**src/rtl/cap_sense_if.sv**
```systemverilog
// Signal bundle between the capacitive sensor pins, software GPIO and the touch front end.
interface cap_sense_if #(
    parameter int CHANNELS = 4,
    parameter int CNT_W    = 16
);
    logic [CHANNELS-1:0]       sensor_receive;
    logic [CHANNELS-1:0]       sensor_send;
    logic [CHANNELS-1:0]       event_clear;
    logic [CHANNELS-1:0]       raw_touch;
    logic [CHANNELS-1:0]       touch;
    logic [CHANNELS-1:0]       sample_valid;
    logic [CHANNELS-1:0]       event_sticky;
    logic [CHANNELS*CNT_W-1:0] charge_count;

    modport master (
        output sensor_receive, event_clear,
        input  sensor_send, raw_touch, touch, sample_valid, event_sticky, charge_count
    );

    modport slave (
        input  sensor_receive, event_clear,
        output sensor_send, raw_touch, touch, sample_valid, event_sticky, charge_count
    );
endinterface

```
**src/rtl/cap_sense_array.sv**
```systemverilog
// Multi-channel capacitive touch front end: each channel times how long its sensor
// takes to charge, decides touched/untouched, stretches touch and keeps a sticky event.
module cap_sense_chan #(
    parameter int CNT_W       = 16,
    parameter int THRESHOLD   = 25000,
    parameter int DELAY       = 3000,
    parameter int HOLD_CYCLES = 2500000,
    parameter int HOLD_W      = 22
) (
    input  logic             clock,
    input  logic             reset,
    input  logic             sensor_receive,
    input  logic             event_clear,
    output logic             sensor_send,
    output logic             raw_touch,
    output logic             touch,
    output logic             sample_valid,
    output logic             event_sticky,
    output logic [CNT_W-1:0] charge_count
);
    typedef enum logic {DISCHARGE, CHARGE} state_t;

    state_t              state, state_nxt;
    logic [CNT_W-1:0]    cnt, cnt_nxt, count_nxt;
    logic [1:0]          rx_pipe;
    logic                rx_s;
    logic                finish, raw_nxt;
    logic [HOLD_W-1:0]   hold_cnt;
    logic                touch_d;

    assign rx_s  = rx_pipe[1];
    assign touch = raw_touch | (hold_cnt != '0);

    // Terminal compares come before the increment, so cnt never wraps.
    always_comb begin
        state_nxt = state;
        cnt_nxt   = cnt + CNT_W'(1);
        count_nxt = cnt;
        finish    = 1'b0;
        raw_nxt   = 1'b0;
        case (state)
            DISCHARGE: begin
                if (cnt == CNT_W'(DELAY - 1)) begin
                    state_nxt = CHARGE;
                    cnt_nxt   = '0;
                end
            end
            CHARGE: begin
                if (rx_s) begin
                    finish    = 1'b1;
                    state_nxt = DISCHARGE;
                    cnt_nxt   = '0;
                end else if (cnt == CNT_W'(THRESHOLD - 1)) begin
                    finish    = 1'b1;
                    raw_nxt   = 1'b1;
                    count_nxt = CNT_W'(THRESHOLD);
                    state_nxt = DISCHARGE;
                    cnt_nxt   = '0;
                end
            end
            default: begin
                state_nxt = DISCHARGE;
                cnt_nxt   = '0;
            end
        endcase
    end

    always_ff @(posedge clock) begin
        if (reset) begin
            state        <= DISCHARGE;
            cnt          <= '0;
            rx_pipe      <= '0;
            sensor_send  <= 1'b0;
            sample_valid <= 1'b0;
            charge_count <= '0;
            raw_touch    <= 1'b0;
            hold_cnt     <= '0;
            touch_d      <= 1'b0;
            event_sticky <= 1'b0;
        end else begin
            rx_pipe      <= {rx_pipe[0], sensor_receive};
            state        <= state_nxt;
            cnt          <= cnt_nxt;
            sensor_send  <= (state_nxt == CHARGE);
            sample_valid <= finish;
            if (finish) begin
                charge_count <= count_nxt;
                raw_touch    <= raw_nxt;
            end
            // Hold only runs down once the raw decision has gone low.
            if (finish && raw_nxt)
                hold_cnt <= HOLD_W'(HOLD_CYCLES);
            else if (!raw_touch && hold_cnt != '0)
                hold_cnt <= hold_cnt - HOLD_W'(1);
            touch_d      <= touch;
            event_sticky <= (touch & ~touch_d) | (event_sticky & ~event_clear);
        end
    end
endmodule

module cap_sense_array #(
    parameter int CHANNELS    = 4,
    parameter int CNT_W       = 16,
    parameter int THRESHOLD   = 25000,
    parameter int DELAY       = 3000,
    parameter int HOLD_CYCLES = 2500000,
    parameter int HOLD_W      = 22
) (
    input  logic        clock,
    input  logic        reset,
    cap_sense_if.slave  bus
);
    logic [CHANNELS-1:0]            send_a, raw_a, touch_a, valid_a, sticky_a;
    logic [CHANNELS-1:0][CNT_W-1:0] count_a;

    for (genvar i = 0; i < CHANNELS; i++) begin : g_ch
        cap_sense_chan #(
            .CNT_W      (CNT_W),
            .THRESHOLD  (THRESHOLD),
            .DELAY      (DELAY),
            .HOLD_CYCLES(HOLD_CYCLES),
            .HOLD_W     (HOLD_W)
        ) u_ch (
            .clock         (clock),
            .reset         (reset),
            .sensor_receive(bus.sensor_receive[i]),
            .event_clear   (bus.event_clear[i]),
            .sensor_send   (send_a[i]),
            .raw_touch     (raw_a[i]),
            .touch         (touch_a[i]),
            .sample_valid  (valid_a[i]),
            .event_sticky  (sticky_a[i]),
            .charge_count  (count_a[i])
        );
    end

    assign bus.sensor_send  = send_a;
    assign bus.raw_touch    = raw_a;
    assign bus.touch        = touch_a;
    assign bus.sample_valid = valid_a;
    assign bus.event_sticky = sticky_a;
    assign bus.charge_count = count_a;
endmodule
```
**src/flat_wrapper.sv**
```systemverilog
// flat-port wrapper written by rule: the top's interface ports become plain ports
module cap_sense_array_flat 
#(
    parameter int CHANNELS    = 4,
    parameter int CNT_W       = 16,
    parameter int THRESHOLD   = 25000,
    parameter int DELAY       = 3000,
    parameter int HOLD_CYCLES = 2500000,
    parameter int HOLD_W      = 22
)
  (clock, reset, bus_sensor_receive, bus_event_clear, bus_sensor_send, bus_raw_touch, bus_touch, bus_sample_valid, bus_event_sticky, bus_charge_count);
  cap_sense_if #(.CHANNELS(CHANNELS), .CNT_W(CNT_W)) bus_i ();
  input  logic clock;
  input  logic reset;
  input wire logic [$bits(bus_i.sensor_receive)-1:0] bus_sensor_receive;
  input wire logic [$bits(bus_i.event_clear)-1:0] bus_event_clear;
  output wire logic [$bits(bus_i.sensor_send)-1:0] bus_sensor_send;
  output wire logic [$bits(bus_i.raw_touch)-1:0] bus_raw_touch;
  output wire logic [$bits(bus_i.touch)-1:0] bus_touch;
  output wire logic [$bits(bus_i.sample_valid)-1:0] bus_sample_valid;
  output wire logic [$bits(bus_i.event_sticky)-1:0] bus_event_sticky;
  output wire logic [$bits(bus_i.charge_count)-1:0] bus_charge_count;
  assign bus_i.sensor_receive = bus_sensor_receive;
  assign bus_i.event_clear = bus_event_clear;
  assign bus_sensor_send = bus_i.sensor_send;
  assign bus_raw_touch = bus_i.raw_touch;
  assign bus_touch = bus_i.touch;
  assign bus_sample_valid = bus_i.sample_valid;
  assign bus_event_sticky = bus_i.event_sticky;
  assign bus_charge_count = bus_i.charge_count;
  cap_sense_array #(.CHANNELS(CHANNELS), .CNT_W(CNT_W), .THRESHOLD(THRESHOLD), .DELAY(DELAY), .HOLD_CYCLES(HOLD_CYCLES), .HOLD_W(HOLD_W)) u_core (.clock(clock), .reset(reset), .bus(bus_i));
endmodule
```
**config.mk**
```make
export PLATFORM = sky130hd
export DESIGN_NAME = cap_sense_array_flat
export DESIGN_NICKNAME = d
export VERILOG_FILES = /design/src/rtl/cap_sense_if.sv /design/src/rtl/cap_sense_array.sv /design/src/flat_wrapper.sv
export SDC_FILE = /design/constraint.sdc
export NUM_CORES = 1
export LEC_CHECK = 0
export BUFFER_PORTS_ARGS = -buffer_cell sky130_fd_sc_hd__buf_4
export CAP_MARGIN = 20
export CORE_MARGIN = 4
export CORE_UTILIZATION = 55
export CTS_CLUSTER_DIAMETER = 50
export CTS_CLUSTER_SIZE = 10
export DETAILED_ROUTE_END_ITERATION = 6
export PLACE_DENSITY = 0.76
export SKIP_LAST_GASP = 1
export SLEW_MARGIN = 20
export SYNTH_ARGS = -nofsm -noshare
export SYNTH_HDL_FRONTEND = slang
export SYNTH_SLANG_ARGS = --single-unit
```
**constraint.sdc**
```tcl
create_clock -name clock -period 2.8 [get_ports clock]
set_input_delay 0.56 -clock clock [delete_from_list [all_inputs] [get_ports clock]]
set_output_delay 0.56 -clock clock [all_outputs]
set_load 0.02 [all_outputs]
```
**Yosys cells after proc, flatten, opt, wreduce, memory -nomap -nowiden**

Cells that the tools add are included.

- Register bits: 244
- Output and inout port bits: 84
- Logic and storage cells: 180

- Add/sub/neg operators: 8
- Eq/ne operators: 8
- Mux-type cells: 72
- Bitwise gates (word level): 28
- Reduce and logical (&&, ||, !) cells: 24

Operators by type and width:

| cell | count |
|---|---|
| $mux W16 | 24 |
| $mux W22 | 8 |
| $pmux W16 S2 | 4 |
| $reduce_bool A22 Y1 | 4 |
| $sub A22 B1 Y22 const B | 4 |
| $add A16 B1 Y16 const B | 4 |
| $eq A16 B12 Y1 const B | 4 |
| $eq A16 B15 Y1 const B | 4 |
| $mux W1 | 32 |
| $not A1 Y1 | 12 |
| $and A1 B1 Y1 | 8 |
| $logic_and A1 B1 Y1 | 8 |
| $or A1 B1 Y1 | 8 |
| $pmux W1 S2 | 4 |
| $reduce_bool A2 Y1 | 4 |
| $reduce_or A2 Y1 | 4 |
| $logic_not A1 Y1 | 4 |

**Longest topological paths before layout**

- Depth after elaboration: 6
- Depth in mapped cells: 9
- Mapped depth without buffers: 7

**Hierarchy**

A second synthesis with hierarchy kept.

- Cell total of the unflattened synthesis: 1134
- Area total of the unflattened synthesis: 10623.9 um^2

Modules (own cells, without submodules):

| module | times used | cells each | area each (um^2) |
|---|---|---|---|
| cap_sense_chan (u_core.g_ch[0].u_ch ...) | 3 | 283 | 2676.3 |
| cap_sense_chan (u_core.g_ch[3].u_ch) | 1 | 285 | 2595.0 |

**Worst setup path after synthesis**

OpenSTA, ideal clock, no wires.

- Path kind: register to register
- Start point: register u_core.g_ch[3].u_ch.hold_cnt[0]
- End point: register u_core.g_ch[3].u_ch.hold_cnt[17]
- Library setup time: 0.074 ns
- Arrival time: 2.218 ns
- Required time: 2.726 ns
- Path slack: 0.508 ns
- Stages on the path, launching flop included: 10
- Path buffers: 2
- Clock period less this slack: 2.292 ns
- Cell sequence: dfxtp_1 inv_1 ha_1 nor3b_1 and4_1 buf_6 or3_1 buf_2 or4b_1 a31oi_1

- Longest elaborated chain between the ends: 3
- Elaborated cells between the ends (all ways): 6

Ends and longest elaborated chain:

| what | RTL line | text |
|---|---|---|
| start, declared | cap_sense_array.sv:28 | `logic [HOLD_W-1:0] hold_cnt;` |
| start signal, assigned | cap_sense_array.sv:92 | `hold_cnt <= HOLD_W'(HOLD_CYCLES);` |
| start signal, assigned | cap_sense_array.sv:94 | `hold_cnt <= hold_cnt - HOLD_W'(1);` |
| $sub A22 B1 Y22 / $reduce_bool A22 Y1 (equally long branches) | cap_sense_array.sv:94, cap_sense_array.sv:93 |  |
| $mux W22 / $logic_and A1 B1 Y1 (equally long branches) | cap_sense_array.sv:93 | `else if (!raw_touch && hold_cnt != '0)` |
| $mux W22 / $reduce_bool A2 Y1 (equally long branches) | -- |  |

Parallel ways exist; a longest one is shown, timed or not. The select of a mux whose other input is x is not followed.
A chain may end at the register's enable or synchronous reset.

**Worst setup path after layout**

- Start point: register u_core.g_ch[3].u_ch.hold_cnt[5]
- End point: output bus_touch[3]

- Longest elaborated chain between the ends: 2

Ends and longest elaborated chain:

| what | RTL line | text |
|---|---|---|
| $reduce_bool A22 Y1 | cap_sense_array.sv:32 | `assign touch = raw_touch \| (hold_cnt != '0);` |
| $or A1 B1 Y1 | cap_sense_array.sv:32 |  |
| end, declared | flat_wrapper.sv:19 | `output wire logic [$bits(bus_i.touch)-1:0] bus_touch;` |

No other way between the ends.

==> run_results.csv <==
group,metric,value,unit
worst_setup_path,reg2reg_depth,7,
worst_setup_path,r2r-start,"u_core.g_ch[3].u_ch.hold_cnt[0]",
global_route,grt_pass1_wl,38200,microns
floorplan,initial_core_util,0.558,
logic_synthesis,synth_top_flop_cell,"dfxtp_1",
logic_synthesis,yosysTopAreaCell,"dfxtp_1",
timing,drv_slew,0,
final_layout,finalNetCount,1235,
floorplan,rows,50,
worst_setup_path,r2r_setup_slack,0.39,ns
floorplan,io_pins,94,
global_route,grt_use_total,0.204,
detailed_routing,vias_per_cell,5.72,
worst_setup_path,rr_endpoint,"u_core.g_ch[3].u_ch.hold_cnt[17]",
logic_synthesis,yosysWarningCount,0,
logic_synthesis,synth_top_area_frac,0.470,
worst_setup_path,startpoint_type,"register",
power_and_ir_drop,irDropWorstVdd,0.594,mV
timing,setup_viol,0,
timing,whs,0.256,ns
timing,finalCritPeriodShare,0.976,
min_path,hold_class,"in2reg",
cts,cts_made_buffers,30,
placed_design,dpl.hpwl,15000,microns
detailed_routing,ant_nets,0,
detailed_routing,drt_iter0_drc,387,
power_and_ir_drop,finalPower,13.1,mW
logic_synthesis,synthCells,1125,
worst_setup_path,crit_required,2.24,ns
cts,insertion_delay,0.54,ns
detailed_routing,routed_wl,22500,microns
power_and_ir_drop,power.density,1070,nW/um^2
logic_synthesis,synthTopCellsByArea,"dfxtp_1, nor2_1, xnor2_1",
logic_synthesis,synth_common_cells,"dfxtp_1, nor2_1, xnor2_1",
floorplan,die-area,21200,sq um
final_layout,stdcell_area,12200,sq um
timing,slew_headroom,0.475,
worst_setup_path,cp-startpoint,"u_core.g_ch[3].u_ch.hold_cnt[5]",
timing,min_period,2.73,ns
outcome,status,"complete, no violations",
cts,h-tree-depth,1,
global_route,antenna_found_initial,0,
final_layout,fillerInstances,1498,
cts,cts_tree,"built",
final_layout,area_delta_synth_final,17.5,%
cts,cts.path.max_buffers,3,
logic_synthesis,netlist_area,10400,sq um
floorplan,die_h,146,microns
timing,finClkSkew,0.0126,ns
worst_setup_path,cp_max_fo,4,
detailed_routing,vias,8329,
logic_synthesis,synth_edf_count,0,
global_route,grt-ovfl-total,0,
logic_synthesis,synth.most_common_cell,"dfxtp_1",
cts,cts_sinks,244,
cts,path_clk_slew,0.05,ns
logic_synthesis,synthArstFlopShare,0,
detailed_routing,drcViolationCount,0,
worst_setup_path,arrival,2.17,ns
worst_setup_path,crit_path_end_kind,"output pin",
floorplan,dieWidth,146,microns
final_layout,diodes,0,
power_and_ir_drop,leakage,4.72,nW
flow_run,max_cap_viol_count,0,
detailed_routing,avgRoutedWirePerCell,15.5,microns
min_path,whs_endpoint,"u_core.g_ch[1].u_ch.rx_pipe[0]",
placed_design,io_buffers,93,
logic_synthesis,yosys_register_bits,244,
placed_design,gp_congestion,0.865,
logic_synthesis,avgSynthCellArea,9.24,sq um
floorplan,core-area,18600,sq um
min_path,hold_depth,2,
global_route,grt_pass1_vias,8109,
cts,cts-root-buf,"clkbuf_16",
logic_synthesis,synth.distinct_cells,68,
final_layout,drive_gt1_frac,0.163,
logic_synthesis,synth.yosys.seq_area_share,0.470,
timing,tns,0,ns
timing,hold_violations,0,
logic_synthesis,synth.net_count,1147,
min_path,hp-start,"bus_sensor_receive[1]",
placed_design,placed_area,11200,sq um
timing,rsz0062_at_grt,"yes",
global_route,grt_max_degree,58,
worst_setup_path,crit_type,"reg2out",
timing,max_freq,366,MHz
detailed_routing,firstDrtPassIters,5,
timing,worst_pin_slew,0.782,ns
==> state kept, by name, summed over array words and instances, names as in the netlist <==
name	count
u_core.g_ch.u_ch.charge_count	64
u_core.g_ch.u_ch.sample_valid	4
u_core.g_ch.u_ch.touch_d	4
u_core.g_ch.u_ch.hold_cnt	88
u_core.g_ch.u_ch.cnt	64
u_core.g_ch.u_ch.rx_pipe	8
u_core.g_ch.u_ch.state	4
u_core.g_ch.u_ch.event_sticky	4
u_core.g_ch.u_ch.raw_touch	4
==> report_power, final <==
part	internal (mW)	total [mW]	switching (mW)
Combinational	2.15	4.84	2.69
Clock	2.19	3.55	1.36
Sequential	4.07	4.72	0.649
==> through the flow <==
stage | setup slack [ns] | std cells | utilization
3_5_place_dp | 0.394 | 1408 | 0.600
4_1_cts | 0.0162 | 1450 | 0.651
2_1_floorplan | 0.508 | 1125 | -
5_1_grt | -0.0125 | 1456 | 0.655
3_3_place_gp | 0.434 | 1408 | 0.600
6_report | 0.0668 | 1456 | 0.655
==> cell usage in the layout, fill, tap and decap left out, types with 13 or more instances in the layout <==
master,n
a21oi_1,46
a22o_1,36
buf_4,116
clkbuf_16,30
dfxtp_1,244
inv_1,35
nand2_1,46
nand3_1,40
nand4_1,30
nor2_1,175
nor2b_1,13
nor3_1,32
nor4_1,17
o221a_2,18
or3_1,17
xnor2_1,65
xor2_1,55
==> cell families after synthesis <==
family | synth area share
flip-flops | 0.470
AND/OR/NAND/NOR | 0.246
multiplexers | 0.00193
XOR/XNOR | 0.101
buffers and inverters | 0.0431
AO/OA/AOI/OAI | 0.124
adder cells (fa/ha/maj) | 0.0144
==> worst max-delay path, cell delays in order (launching register included) <==
cell      delay (ns)
dfxtp_1         0.35
or4_4           0.60
nor3_4          0.23
and4bb_1        0.25
inv_1           0.05
buf_4           0.15
==> repair_timing <==
action                                  in CTS  in global routing
setup buffers                                1                  6
hold buffers                                 0                  0
endpoints found under the setup margin       4                  4
gates resized for setup                      9                  5
pin swaps                                    0                  3
==> how the worst max path moves through the flow <==
stage / to / cells after the start
after global routing: bus_touch[1] / 6
after floorplan: u_core.g_ch[3].u_ch.hold_cnt[17] / 9
after CTS: bus_touch[2] / 6
final: bus_touch[3] / 5
after global placement: bus_touch[0] / 5
after detailed placement: bus_touch[0] / 5
==> metal layers <==
| layer | global-route usage | part of all wire | vias to the layer above |
|---|---|---|---|
| met1 | 0.261 | 0.45 | 3952 |
| met5 | 0 | 0 | - |
| met3 | 0.0389 | 0.047 | 38 |
| met4 | 0.0541 | 0.019 | 0 |
| li1 | - | - | 4151 |
| met2 | 0.357 | 0.48 | 188 |
==> final cells by class <==
type	instances	area, sq um	area share
repair buffers	116	871	0.0713
flip-flops and latches	244	4880	0.400
inverters	35	131	0.0108
well taps	234	293	0.0240
clock buffers	35	810	0.0663
multi-input cells	786	5140	0.421
clock inverters	6	91.3	0.00747
No activity file was read; power rests on OpenSTA's default activity.
